$ cat src/rtl/axi_rd_arbiter_pkg.sv
// Shared definitions for the two-master AXI-lite read arbiter.
// Holds the arbiter FSM state encoding and the master index constants
// so the top level and the round-robin picker agree on who is who.
package axi_rd_arbiter_pkg;

   // Arbiter states: waiting for a request, presenting the address to the
   // RAM, and forwarding the read data back to the granted master.
   typedef enum logic [1:0] {
      ST_IDLE = 2'd0,
      ST_ADDR = 2'd1,
      ST_DATA = 2'd2
   } arb_state_t;

   // Master indices as they appear on grant and in the picker
   localparam logic M_IFU = 1'b0;
   localparam logic M_LSU = 1'b1;

endpackage

$ cat src/rtl/axi_rd_arbiter_rr_pick2.sv
// Two-way round-robin selector.
// Ports:
//   req  - request bits, req[0] from M0 (IFU), req[1] from M1 (LSU)
//   last - index of the master that completed the previous read
//   win  - index of the selected master (valid only when any=1)
//   any  - at least one request is pending
module rr_pick2
   import axi_rd_arbiter_pkg::*;
(
   input  logic [1:0] req,
   input  logic       last,
   output logic       win,
   output logic       any
);

   // A lone requester always wins; on a tie the master that was not served
   // last takes the turn, which gives strict alternation under contention.
   always_comb begin
      any = |req;
      win = M_IFU;
      if (req == 2'b11) begin
         win = ~last;
      end else if (req[1]) begin
         win = M_LSU;
      end
   end

endmodule

$ cat src/rtl/axi_rd_arbiter.sv
// Two-master, one-slave arbiter for the AXI-lite read channels feeding the RAM.
// M0 is the instruction fetch unit, M1 the load/store unit. Only one read is
// outstanding at a time and the grant is held until the R handshake completes.
// Ports:
//   clk, rst                     - clock and synchronous active-high reset
//   m0_ar*/m0_r*, m1_ar*/m1_r*   - master-side AR and R channels
//   s_ar*/s_r*                   - slave-side AR and R channels to the RAM
//   grant                        - current or most recent owner (0=M0, 1=M1)
//   busy                         - a read is in progress (ADDR or DATA state)
module axi_rd_arbiter
   import axi_rd_arbiter_pkg::*;
#(
   parameter int ADDR_W = 32,
   parameter int DATA_W = 32
) (
   input  logic              clk,
   input  logic              rst,
   input  logic [ADDR_W-1:0] m0_araddr,
   input  logic              m0_arvalid,
   output logic              m0_arready,
   output logic [DATA_W-1:0] m0_rdata,
   output logic              m0_rvalid,
   input  logic              m0_rready,
   input  logic [ADDR_W-1:0] m1_araddr,
   input  logic              m1_arvalid,
   output logic              m1_arready,
   output logic [DATA_W-1:0] m1_rdata,
   output logic              m1_rvalid,
   input  logic              m1_rready,
   output logic [ADDR_W-1:0] s_araddr,
   output logic              s_arvalid,
   input  logic              s_arready,
   input  logic [DATA_W-1:0] s_rdata,
   input  logic              s_rvalid,
   output logic              s_rready,
   output logic              grant,
   output logic              busy
);

   arb_state_t        state;
   arb_state_t        state_nxt;
   logic              last;
   logic [ADDR_W-1:0] addr_q;
   logic              pick_win;
   logic              pick_any;
   logic              owner_rready;
   logic              ar_take;
   logic              r_done;

   rr_pick2 u_pick (
      .req  ({m1_arvalid, m0_arvalid}),
      .last (last),
      .win  (pick_win),
      .any  (pick_any)
   );

   // The winner's arready is combinational on its arvalid, so any pending
   // request seen in IDLE is a completed AR handshake this cycle.
   assign ar_take      = (state == ST_IDLE) && pick_any;
   assign owner_rready = (grant == M_LSU) ? m1_rready : m0_rready;
   assign r_done       = (state == ST_DATA) && s_rvalid && owner_rready;

   assign s_araddr = addr_q;
   assign busy     = (state != ST_IDLE);

   // State register plus the transaction bookkeeping. last starts at M1 so
   // the IFU wins the very first tie; it only moves when a read finishes,
   // which is what makes an abandoned (reset) read not count as a turn.
   always_ff @(posedge clk) begin
      if (rst) begin
         state  <= ST_IDLE;
         last   <= M_LSU;
         grant  <= M_IFU;
         addr_q <= '0;
      end else begin
         state <= state_nxt;
         if (ar_take) begin
            addr_q <= (pick_win == M_LSU) ? m1_araddr : m0_araddr;
            grant  <= pick_win;
         end
         if (r_done) begin
            last <= grant;
         end
      end
   end

   // Next-state and handshake steering. Everything defaults to quiet, and
   // every valid/ready output is forced low while reset is asserted so a
   // half-finished transaction cannot leak out during the reset cycle.
   always_comb begin
      state_nxt  = state;
      m0_arready = 1'b0;
      m1_arready = 1'b0;
      s_arvalid  = 1'b0;
      s_rready   = 1'b0;
      m0_rvalid  = 1'b0;
      m1_rvalid  = 1'b0;
      m0_rdata   = '0;
      m1_rdata   = '0;
      if (!rst) begin
         case (state)
            ST_IDLE: begin
               if (pick_any) begin
                  if (pick_win == M_LSU) begin
                     m1_arready = 1'b1;
                  end else begin
                     m0_arready = 1'b1;
                  end
                  state_nxt = ST_ADDR;
               end
            end
            ST_ADDR: begin
               s_arvalid = 1'b1;
               if (s_arready) begin
                  state_nxt = ST_DATA;
               end
            end
            ST_DATA: begin
               s_rready = owner_rready;
               if (grant == M_LSU) begin
                  m1_rvalid = s_rvalid;
                  m1_rdata  = s_rdata;
               end else begin
                  m0_rvalid = s_rvalid;
                  m0_rdata  = s_rdata;
               end
               if (s_rvalid && owner_rready) begin
                  state_nxt = ST_IDLE;
               end
            end
            default: begin
               state_nxt = ST_IDLE;
            end
         endcase
      end
   end

endmodule

$ cat config.mk
export PLATFORM = sky130hd
export DESIGN_NAME = axi_rd_arbiter
export DESIGN_NICKNAME = d
export VERILOG_FILES = /design/src/rtl/axi_rd_arbiter_pkg.sv /design/src/rtl/axi_rd_arbiter_rr_pick2.sv /design/src/rtl/axi_rd_arbiter.sv
export SDC_FILE = /design/constraint.sdc
export NUM_CORES = 1
export LEC_CHECK = 0
export ABC_AREA = 0
export CAP_MARGIN = 25
export CORE_ASPECT_RATIO = 1.2
export CORE_MARGIN = 10
export CORE_UTILIZATION = 50
export DETAILED_ROUTE_END_ITERATION = 8
export DONT_BUFFER_PORTS = 1
export SLEW_MARGIN = 10
export SYNTH_ARGS = -nofsm -noshare
export SYNTH_HDL_FRONTEND = slang
export SYNTH_HIERARCHICAL = 1
export SYNTH_SLANG_ARGS = --single-unit
$ cat constraint.sdc
create_clock -name clk -period 4.2 [get_ports clk]
set_clock_uncertainty 0.1 [all_clocks]
set_input_delay 0.63 -clock clk [delete_from_list [all_inputs] [get_ports clk]]
set_output_delay 0.63 -clock clk [all_outputs]
set_load 0.01 [all_outputs]
Word-level counts from Yosys, hierarchy flattened:

Cells that the tools add are included.

* flip-flop bits (word level): 36
* bits in latches: 0
* memory bits (writable): 0
* ROM bits: 0
* output and inout bits: 104
* word-level logic and storage cells: 51
* memories: 0

* $add $sub $neg: 0
* $mul: 0
* divide/modulo/power cells: 0
* magnitude comparators: 0
* equality and inequality tests: 6
* shift operators: 0
* mux-type cells: 32
* bitwise logic cells: 1
* reductions and logical operators: 8

Operators by type and width (number)
* $mux W32: 7
* $mux W1: 21
* $mux W2: 3
* $pmux W2 S3: 1
* $eq A2 B2 Y1 const B: 2
* $logic_and A1 B1 Y1: 4
* $ne A2 B2 Y1 const B: 2
* $reduce_and A3 Y1: 1
* $eq A2 B1 Y1 const B: 1
* $logic_not A2 Y1: 1
* $ne A2 B1 Y1 const B: 1
* $reduce_bool A2 Y1: 1
* $reduce_or A2 Y1: 1
* $not A1 Y1: 1

Depth between registers and ports, before layout:

Gate-level depths: netlist of run 1.

* word-level depth: 6
* depth in mapped cells: 6
* mapped depth without buffers: 4

By module:

The synthesis of run 1 kept the hierarchy.

By module, submodules not included
* axi_rd_arbiter: instances 1, cells each 250, area an instance 2122.0 um2, sequential area each 720.7 um2
* rr_pick2: instances 1, cells each 2, area an instance 13.8 um2, sequential area each 0.0 um2

Worst setup path before layout of run 1:

Ideal clock, no wire load.

* kind: input-to-output
* start: input port rst
* end: output port m0_rdata[0]
* arrival time: 1593 ps
* required time: 3470 ps
* setup slack: 1877 ps
* stages on the path: 5
* path buffers: 2
* path through: clkbuf_1 > or3b_4 > nor2_4 > buf_6 > and2_1

* cells in the longest elaborated chain, start to end: 1

RTL lines
* start: declaration: line axi_rd_arbiter.sv:17 `input logic rst,`
* $mux W32: line axi_rd_arbiter.sv:100 `if (!rst) begin`
* end: declaration: line axi_rd_arbiter.sv:21 `output logic [DATA_W-1:0] m0_rdata,`

No other way between the ends.

Final worst setup path of run 1:

* start: register state[1]
* end: output port m0_rdata[11]

* cells in the longest elaborated chain, start to end: 3

RTL lines
* start: declaration: line axi_rd_arbiter.sv:40 `arb_state_t state;`
* start signal: assignment: line axi_rd_arbiter.sv:76 `state <= state_nxt;`
* $eq A2 B2 Y1: line axi_rd_arbiter.sv:101 `case (state)`
* $mux W32: line axi_rd_arbiter.sv:101
* $mux W32: line axi_rd_arbiter.sv:100

No other way between the ends.

==> results, run 1 <==
- The share of Yosys cell area claimed by the top area cell type is 33.74%.
- The detailed-placement wirelength estimate is 6037 µm.
- The wire length of the first global-routing pass is 10,780 µm.
- The longest individual stage delay on the worst path is 0.47 ns.
- The synthesized netlist cell count is 252.
- Synthesis produced a netlist with a net count of 356.
- The post-route netlist has under 10% of its cells at a drive strength greater than 1.
- From synthesis to final layout, the design area changed by 4.921%.
- The maximum number of pins on one net before global-route repair is 43.
- After detailed routing, the average wire length per cell comes to 25.08 µm.
- Before CTS, the worst setup slack after placement is 1.758 ns.
- Yosys printed 6 warnings.
- The number of buffers and inverters on the critical path is 0.
- After synthesis, the largest family of logic cells by area is simple AND/OR/NAND/NOR gates.
- The leakage component of the power is around 1 nW.
- The slowest stage of the critical path is the dfxtp_1 cell.
- The synthesized netlist devotes about 13% of its cell area to compound gates.
- The number of register bits inferred by synthesis is 36.
- The number of clock sinks seen by CTS is 36.
- The clock latency at the later pin of the worst-skew pair is 0.28 ns.
- TritonCTS built the clock tree.
- The cell family contributing the most delay on the critical path is simple AND/OR/NAND/NOR gates.
- The combined global-route utilization of all metal layers is 18.58%.
- The final instance count without filler cells is 293.
- Sorting the synthesized cells by area gives the leading types as dfxtp_1 (34%), mux2i_1 (16%), a211oi_1 (11%).
- The initial standard-cell utilization of the core is a little over half.
- The area of the die is 0.007296 mm².
- Setup repair after global routing left no endpoint under its margin.
- The worst hold path belongs to the class input port to register.
- The category of the most critical setup path is register to output port.
- In this run the standard cell core region covers 0.004035 mm².
- CTS placed an instance of clkbuf_8 at the clock tree root.
- The number of buffers added by the clock tree synthesis step is 5.
- The post-layout worst setup margin is between 1.5 and 2 ns.
- The maximum net fanout on the critical path is 32.
- The most area-hungry cell type in the Yosys netlist is dfxtp_1.
- The power density over cell area is around 390 mW/mm².
- The synthesized-area fraction occupied by xor and xnor cells is 0%.
- For this run, the register share of the synthesized area comes to approximately a third.
- STA classifies the critical path startpoint as a register.
- The count of standard-cell rows is 25.
- Traced cell by cell, the critical path runs through or3b_4, nor2_4, and2_1.
- After clock tree synthesis, the clock-pin slew on the worst setup and hold paths is 0.08 ns.
- The top-level I/O count is about 210.
- The total setup violations reported at the end of the flow is 0.
- In this run the deepest clock path goes through 2 buffers.
- At the pin with the least slew margin, the transition time is roughly 0.61 ns.
- The total number of vias is 1,769.
- The number of buffers added on ports is 0.
- The number of cells upsized or downsized after cts is 0.
- The share of cell area taken by muxes after synthesis is 15.93%.
- The global route total overflow is 0.
- The maximum ir drop on the vdd rail is 0.0002563 V.
- The number of instances in the placed design is about 280.
- The number of search-and-repair iterations in the first detailed-routing pass is 4.
- The nature of the critical path endpoint is an output port.
- The post-detailed-route count of antenna-violating nets is 0.
- The arrival time reported for the critical path endpoint is 1.90 ns.
- The share of the clock period used by the worst path is 62.65%.
- The via count of the first global-routing pass came to roughly 1,900.
- The time the final worst path needs with I/O delays and setup is 2.631 ns.
- The final estimated routing congestion in global placement is 0.8364.
- The initial antenna violation count is 0.
- For this block, the initial DRC count from the detailed router was 79.
- The height of the die is roughly 92 µm.
- Max-cap violations in this run came to 0.
- Headroom to the max-slew limit came out at 59.39%.
- The final layout net count is ~340.
- The final wirelength is 7348 µm.
- The die is about 80 µm wide.
- The number of buffers added to fix hold violations after cts is 0.
- CTS built an H-tree with a depth of 2.
- The post-detailed-route DRC marker count is 0.
- Of the total synthesized cell area, the portion taken by full adders, half adders and majority gates is 0%.
- The required time of the critical path is 3.47 ns.
- The filler cells instantiated in the layout total 378.
- Adding up every negative setup slack in the final design gives 0 ns.
- Across all register-to-register paths, the minimum setup slack is 2.28 ns.
- The average instance in the mapped netlist occupies around 8.5 µm².
- Summing the areas of all and, or, nand and nor instances in the mapped netlist gives 29.53% of the synthesized area.
- Timing would allow up to 0.3801 GHz.
- Using the TritonRoute via totals, the vias-per-cell ratio works out to between 6 and 7.
- The run finished with clean final reports.
- The final hold violation count is 0.
- The number of setup buffers added after CTS is 0.
- In this run the cell area of the synthesized design comes to 0.002136 mm².
- The number of antenna diodes is 0.
- After synthesis, the netlist uses 26 different library cells.
- The final count of pins violating max slew is 0.
## area by class of cell
| type | instances | area [µm²] | share of cell area [%] |
|---|---|---|---|
| Clock buffer | 6 | 82.58 | 3.685 |
| Clock inverter | 2 | 13.76 | 0.6142 |
| Inverter | 5 | 18.77 | 0.8375 |
| Multi-Input combinational cell | 185 | 1276 | 56.95 |
| Sequential cell | 36 | 720.7 | 32.16 |
| Tap cell | 54 | 67.56 | 3.015 |
| Timing Repair Buffer | 5 | 61.31 | 2.736 |
## sequential cells by signal, indices dropped and copies added, names as in the netlist
signal / cells
state: 2
grant: 1
s_araddr: 32
last: 1
## power breakdown
group          internal (mW)  switching, mW
combinational         0.0680         0.0954
sequential             0.388         0.0608
clock                  0.134          0.128
total                  0.590          0.284
## placed cells by master, fill, tap and decap left out, types with 2 or more instances in the layout
| cell | instances |
|---|---|
| a211oi_1 | 32 |
| nor2_1 | 35 |
| nor3_1 | 3 |
| nor3b_1 | 2 |
| and2_1 | 32 |
| inv_1 | 5 |
| clkbuf_8 | 6 |
| and3_1 | 32 |
| nand2_1 | 2 |
| buf_4 | 3 |
| mux2i_1 | 34 |
| dfxtp_1 | 36 |
## stage by stage
stage               total power [mW]  utilization, %  instance area [µm²]  hold WS [ns]
floorplan                     0.5902               -                 2136        0.3738
global placement              0.6123           52.19                 2106        0.4357
detailed placement            0.6215           52.47                 2117        0.4396
CTS                           0.8838           54.85                 2213        0.2971
global route                  0.9298           55.53                 2241        0.2879
finish                        0.8743           55.53                 2241        0.3035
## synthesized netlist by cell type
cell type,count
clkbuf_1,13
dfxtp_1,36
buf_6,3
or3b_4,1
nor3_1,3
nor3b_2,2
o2bb2ai_1,1
nor2_4,1
nor3b_1,2
o21ai_1,1
nand3b_1,1
inv_1,5
a21boi_1,1
a21oi_1,1
mux2i_1,34
buf_2,8
a211oi_1,32
and3_1,32
nand2_1,2
and2_1,32
nor2_1,35
buf_4,2
o211ai_1,1
or2_1,1
o41ai_1,1
o21ai_0,1
## cells by family (layout without fill, tap and decap cells)
kind of cell           count (synthesis)  count (layout)
muxes                                 34              34
AOI/OAI and AO/OA                     39              39
DFF                                   36              36
and+or+nand+nor                      112             112
buffers and inverters                 31              18
## per-layer routing
| metal | GRT usage (%) | vias to the layer above | routed length [µm] |
|---|---|---|---|
| li1 | - | 855 | - |
| met1 | 17.87 | 795 | 2480 |
| met2 | 33.04 | 113 | 3792 |
| met3 | 10.16 | 6 | 986 |
| met4 | 5.090 | 0 | 88 |
| met5 | 0 | - | 0 |
## path summary, 6_finish.rpt
check                     from      endpoint  depth (start not counted)
setup / recovery      state[1]  m0_rdata[11]                          3
hold / removal             rst  s_araddr[13]                          1
setup reg to reg          last   s_araddr[8]                          4
hold reg to reg   s_araddr[14]  s_araddr[14]                          2
## worst register-to-register path: cells and delay by family (launching register included)
kind	cells	cell delay, ns
AO/OA/AOI/OAI	2	0.79
buffers and inverters	1	0.44
flip-flops	1	0.35
multiplexers	1	0.15
Note: power is estimated with default switching activity, not from simulation.
==> inputs of run 2 (changes only) <==
clock period = 2.7 ns   (was 4.2 ns; I/O delays follow)
==> run 2 against run 1 <==
  * First-iteration DRC count shrank 2.5%
  * Sequential share of layout area grew 0.51 points
  * Register-to-register slack lost 1.4 ns
  * Utilization shrank 0.87 points
  * Critical endpoint is now m0_rdata[6]
  * Largest cell class unchanged
==> results, run 2 (synthesis gave the netlist of run 1 again) <==
- The total setup violations reported at the end of the flow is 0 (unchanged).
- The category of the most critical setup path is register to output port.
- The top-level I/O count is 208 (unchanged).
- The sum of negative setup slack came to 0 ns (unchanged).
- The clock slew at the register clock pins of the worst setup and hold paths is 0.07 ns (about the same).
- The number of search-and-repair iterations in the first detailed-routing pass is 4 (unchanged).
- The clock latency at the later pin of the worst-skew pair came to 0.28 ns (about the same).
- The final wirelength came to 7321 µm (-0.37%).
- The wire length of the first global-routing pass is 10,270 µm (-4.7%).
- The post-detailed-route count of antenna-violating nets is 0 (unchanged).
- The proportion of layout cells with a drive suffix above 1 came to 6.695% (-0.84 points).
- The number of maximum-capacitance violations is 0 (unchanged).
- The sequential share of power is 53.6% (+2.2 points).
- The maximum net fanout on the critical path is 32 (unchanged).
- The die extent in x is 79.66 µm (unchanged).
- The final core area utilization is 54.67% (-0.87 points).
- The nature of the critical path endpoint is an output port.
- The cell-internal power is 0.8902 mW (+51%).
- The number of design-rule violations left by the first detailed-router iteration is 77 (-2.5%).
- The total of fill cells in the finished design is 420 (+11%).
- The maximum buffer depth of the clock tree is 2 (unchanged).
- The clock network power share is 27.8% (-2.1 points).
- The final estimated routing congestion in global placement is 0.8377 (+0.16%).
- The maximum ir drop on the vdd rail is 0.0004104 V (+60%).
- The final layout net count is 342 (unchanged).
- The final hold violation count is 0 (unchanged).
- STA classifies the critical path startpoint as a register.
- Setup repair after global routing left no endpoint under its margin.
- The detailed-placement wirelength estimate is 6098 µm (+1.0%).
- The flow ran to the end, and the final reports show no timing, DRC or antenna violations.
- The leakage component of the power is 0.9644 nW (-1.6%).
- The worst slack at placement is 0.6047 ns (-1.153 ns).
- The number of cells upsized or downsized after cts is 0 (unchanged).
- The post-layout total power is 1.310 mW (+50%).
- The combined global-route utilization of all metal layers came to 17.58% (-1.0 points).
- The part of the total power dissipated in combinational logic is 18.6% (about the same).
- The maximum clock rate is roughly 0.42 GHz.
- The maximum number of pins on one net before global-route repair is 43 (unchanged).
- The area of the die was 0.007296 mm² (unchanged).
- The top cell types in the final layout, fill and taps aside, are dfxtp_1 (36), nor2_1 (35), mux2i_1 (34).
- The slew at the pin closest to its max-slew limit was 0.8642 ns (+0.2565 ns).
- The required time of the critical path was 2.19 ns (-1.28 ns).
- The arrival time reported for the critical path endpoint is 1.87 ns (-0.03 ns).
- The area after detailed placement came to 0.002121 mm² (+0.18%).
- The worst path uses 88.10% of the clock period.
- The final count of pins violating max slew is 0 (unchanged).
- The mean number of vias per cell was 5.973 (-1.1%).
- The post-layout worst setup margin was 0.3212 ns (-1.248 ns).
- The initial antenna violation count came to 0 (unchanged).
- The number of antenna diodes came to 0 (unchanged).
- The count of H-tree levels built during CTS was 2 (unchanged).
- The routed wire length per instance came to 24.99 µm (-0.37%).
- The global route total overflow is 0 (unchanged).
- The total number of vias was 1,750 (-1.1%).
- The area added between synthesis and finish is 3.281%.
- The power density over cell area is 593.9 mW/mm² (+52%).
- The post-detailed-route DRC marker count was 0 (unchanged).
- The worst slew margin relative to its limit is 42.31% (-17 points).
- The number of buffers added by the clock tree synthesis step is 5 (unchanged).
- The height of the die was 91.60 µm (unchanged).
- The number of flip-flops under the largest register name is 32 (unchanged).
- The share of total power consumed by net switching is 32.04% (-0.41 points).
- The leading cell type in the layout, fill and taps excluded is dfxtp_1.
- The CTS tree is done.
- The core area is 0.004035 mm² (unchanged).
- The number of clock sinks seen by CTS is 36 (unchanged).
- The number of buffers added to fix hold violations after cts is 0 (unchanged).
- The initial standard-cell utilization of the core is 52.93% (unchanged).
- The via count of the first global-routing pass is 1,764 (-6.0%).
- The time the final worst path needs with I/O delays and setup is 2.379 ns.
- The count of standard-cell rows is 25 (unchanged).
- The kind of path behind the tightest hold check is input port to register.
- The number of buffers added on ports is 0 (unchanged).
- The number of post-CTS setup repair buffers is 0 (unchanged).
- The design area is 0.002206 mm² (-1.6%).
- The root buffer cell is clkbuf_8.
- The switching power total is 0.4198 mW (+48%).
run 2: cell count changes in the layout (fill, tap and decap cells not counted), sizes merged:
cell    previous run  this run
inv                6         5
clkbuf             6         7
run 2: cell type report:
| cell class | instances | area [µm²] | area share, % |
|---|---|---|---|
| Clock buffer | 7 | 76.32 | 3.460 |
| Clock inverter | 1 | 8.758 | 0.3970 |
| Inverter | 5 | 18.77 | 0.8508 |
| Multi-Input combinational cell | 185 | 1276 | 57.86 |
| Sequential cell | 36 | 720.7 | 32.67 |
| Tap cell | 54 | 67.56 | 3.063 |
| Timing Repair Buffer | 5 | 37.54 | 1.702 |
run 2: power groups by stage:
| stage | registers [mW] | clock network, mW | logic, mW |
|---|---|---|---|
| 2_1_floorplan | 0.686 | 0 | 0.232 |
| 3_3_place_gp | 0.715 | 0 | 0.238 |
| 3_5_place_dp | 0.716 | 0 | 0.248 |
| 4_1_cts | 0.705 | 0.377 | 0.247 |
| 5_1_grt | 0.712 | 0.398 | 0.277 |
| 6_report | 0.702 | 0.365 | 0.243 |
run 2: path summary, 6_finish.rpt:
path	end	depth (start not counted)	slack [ns]	start
max	m0_rdata[6]	3	0.32	state[1]
min reg2reg	s_araddr[28]	2	0.44	s_araddr[28]
min	s_araddr[13]	1	0.09	rst
max reg2reg	s_araddr[6]	4	0.89	last
run 2: metrics by stage:
stage	hold slack, ns	cells
floorplan	0.3738	252
global placement	0.3833	285
detailed placement	0.3853	285
CTS	0.08261	293
global route	0.07282	293
finish	0.08721	293
run 2: worst max-delay path, cell delays in order, from the launching register on:
cell     delay [ns]
dfxtp_1        0.47
or3b_4         0.45
nor2_4         0.40
and2_1         0.28
run 2: metal layers:
metal  GRT usage [%]  part of all wire, %  vias to the layer above  wire (µm)
li1                -                    -                      856          -
met1           16.64                   33                      769       2408
met4           4.641                  1.1                        0         80
met2           31.35                   52                      118       3780
met5               0                    0                        -          0
met3           10.06                   14                        7       1051
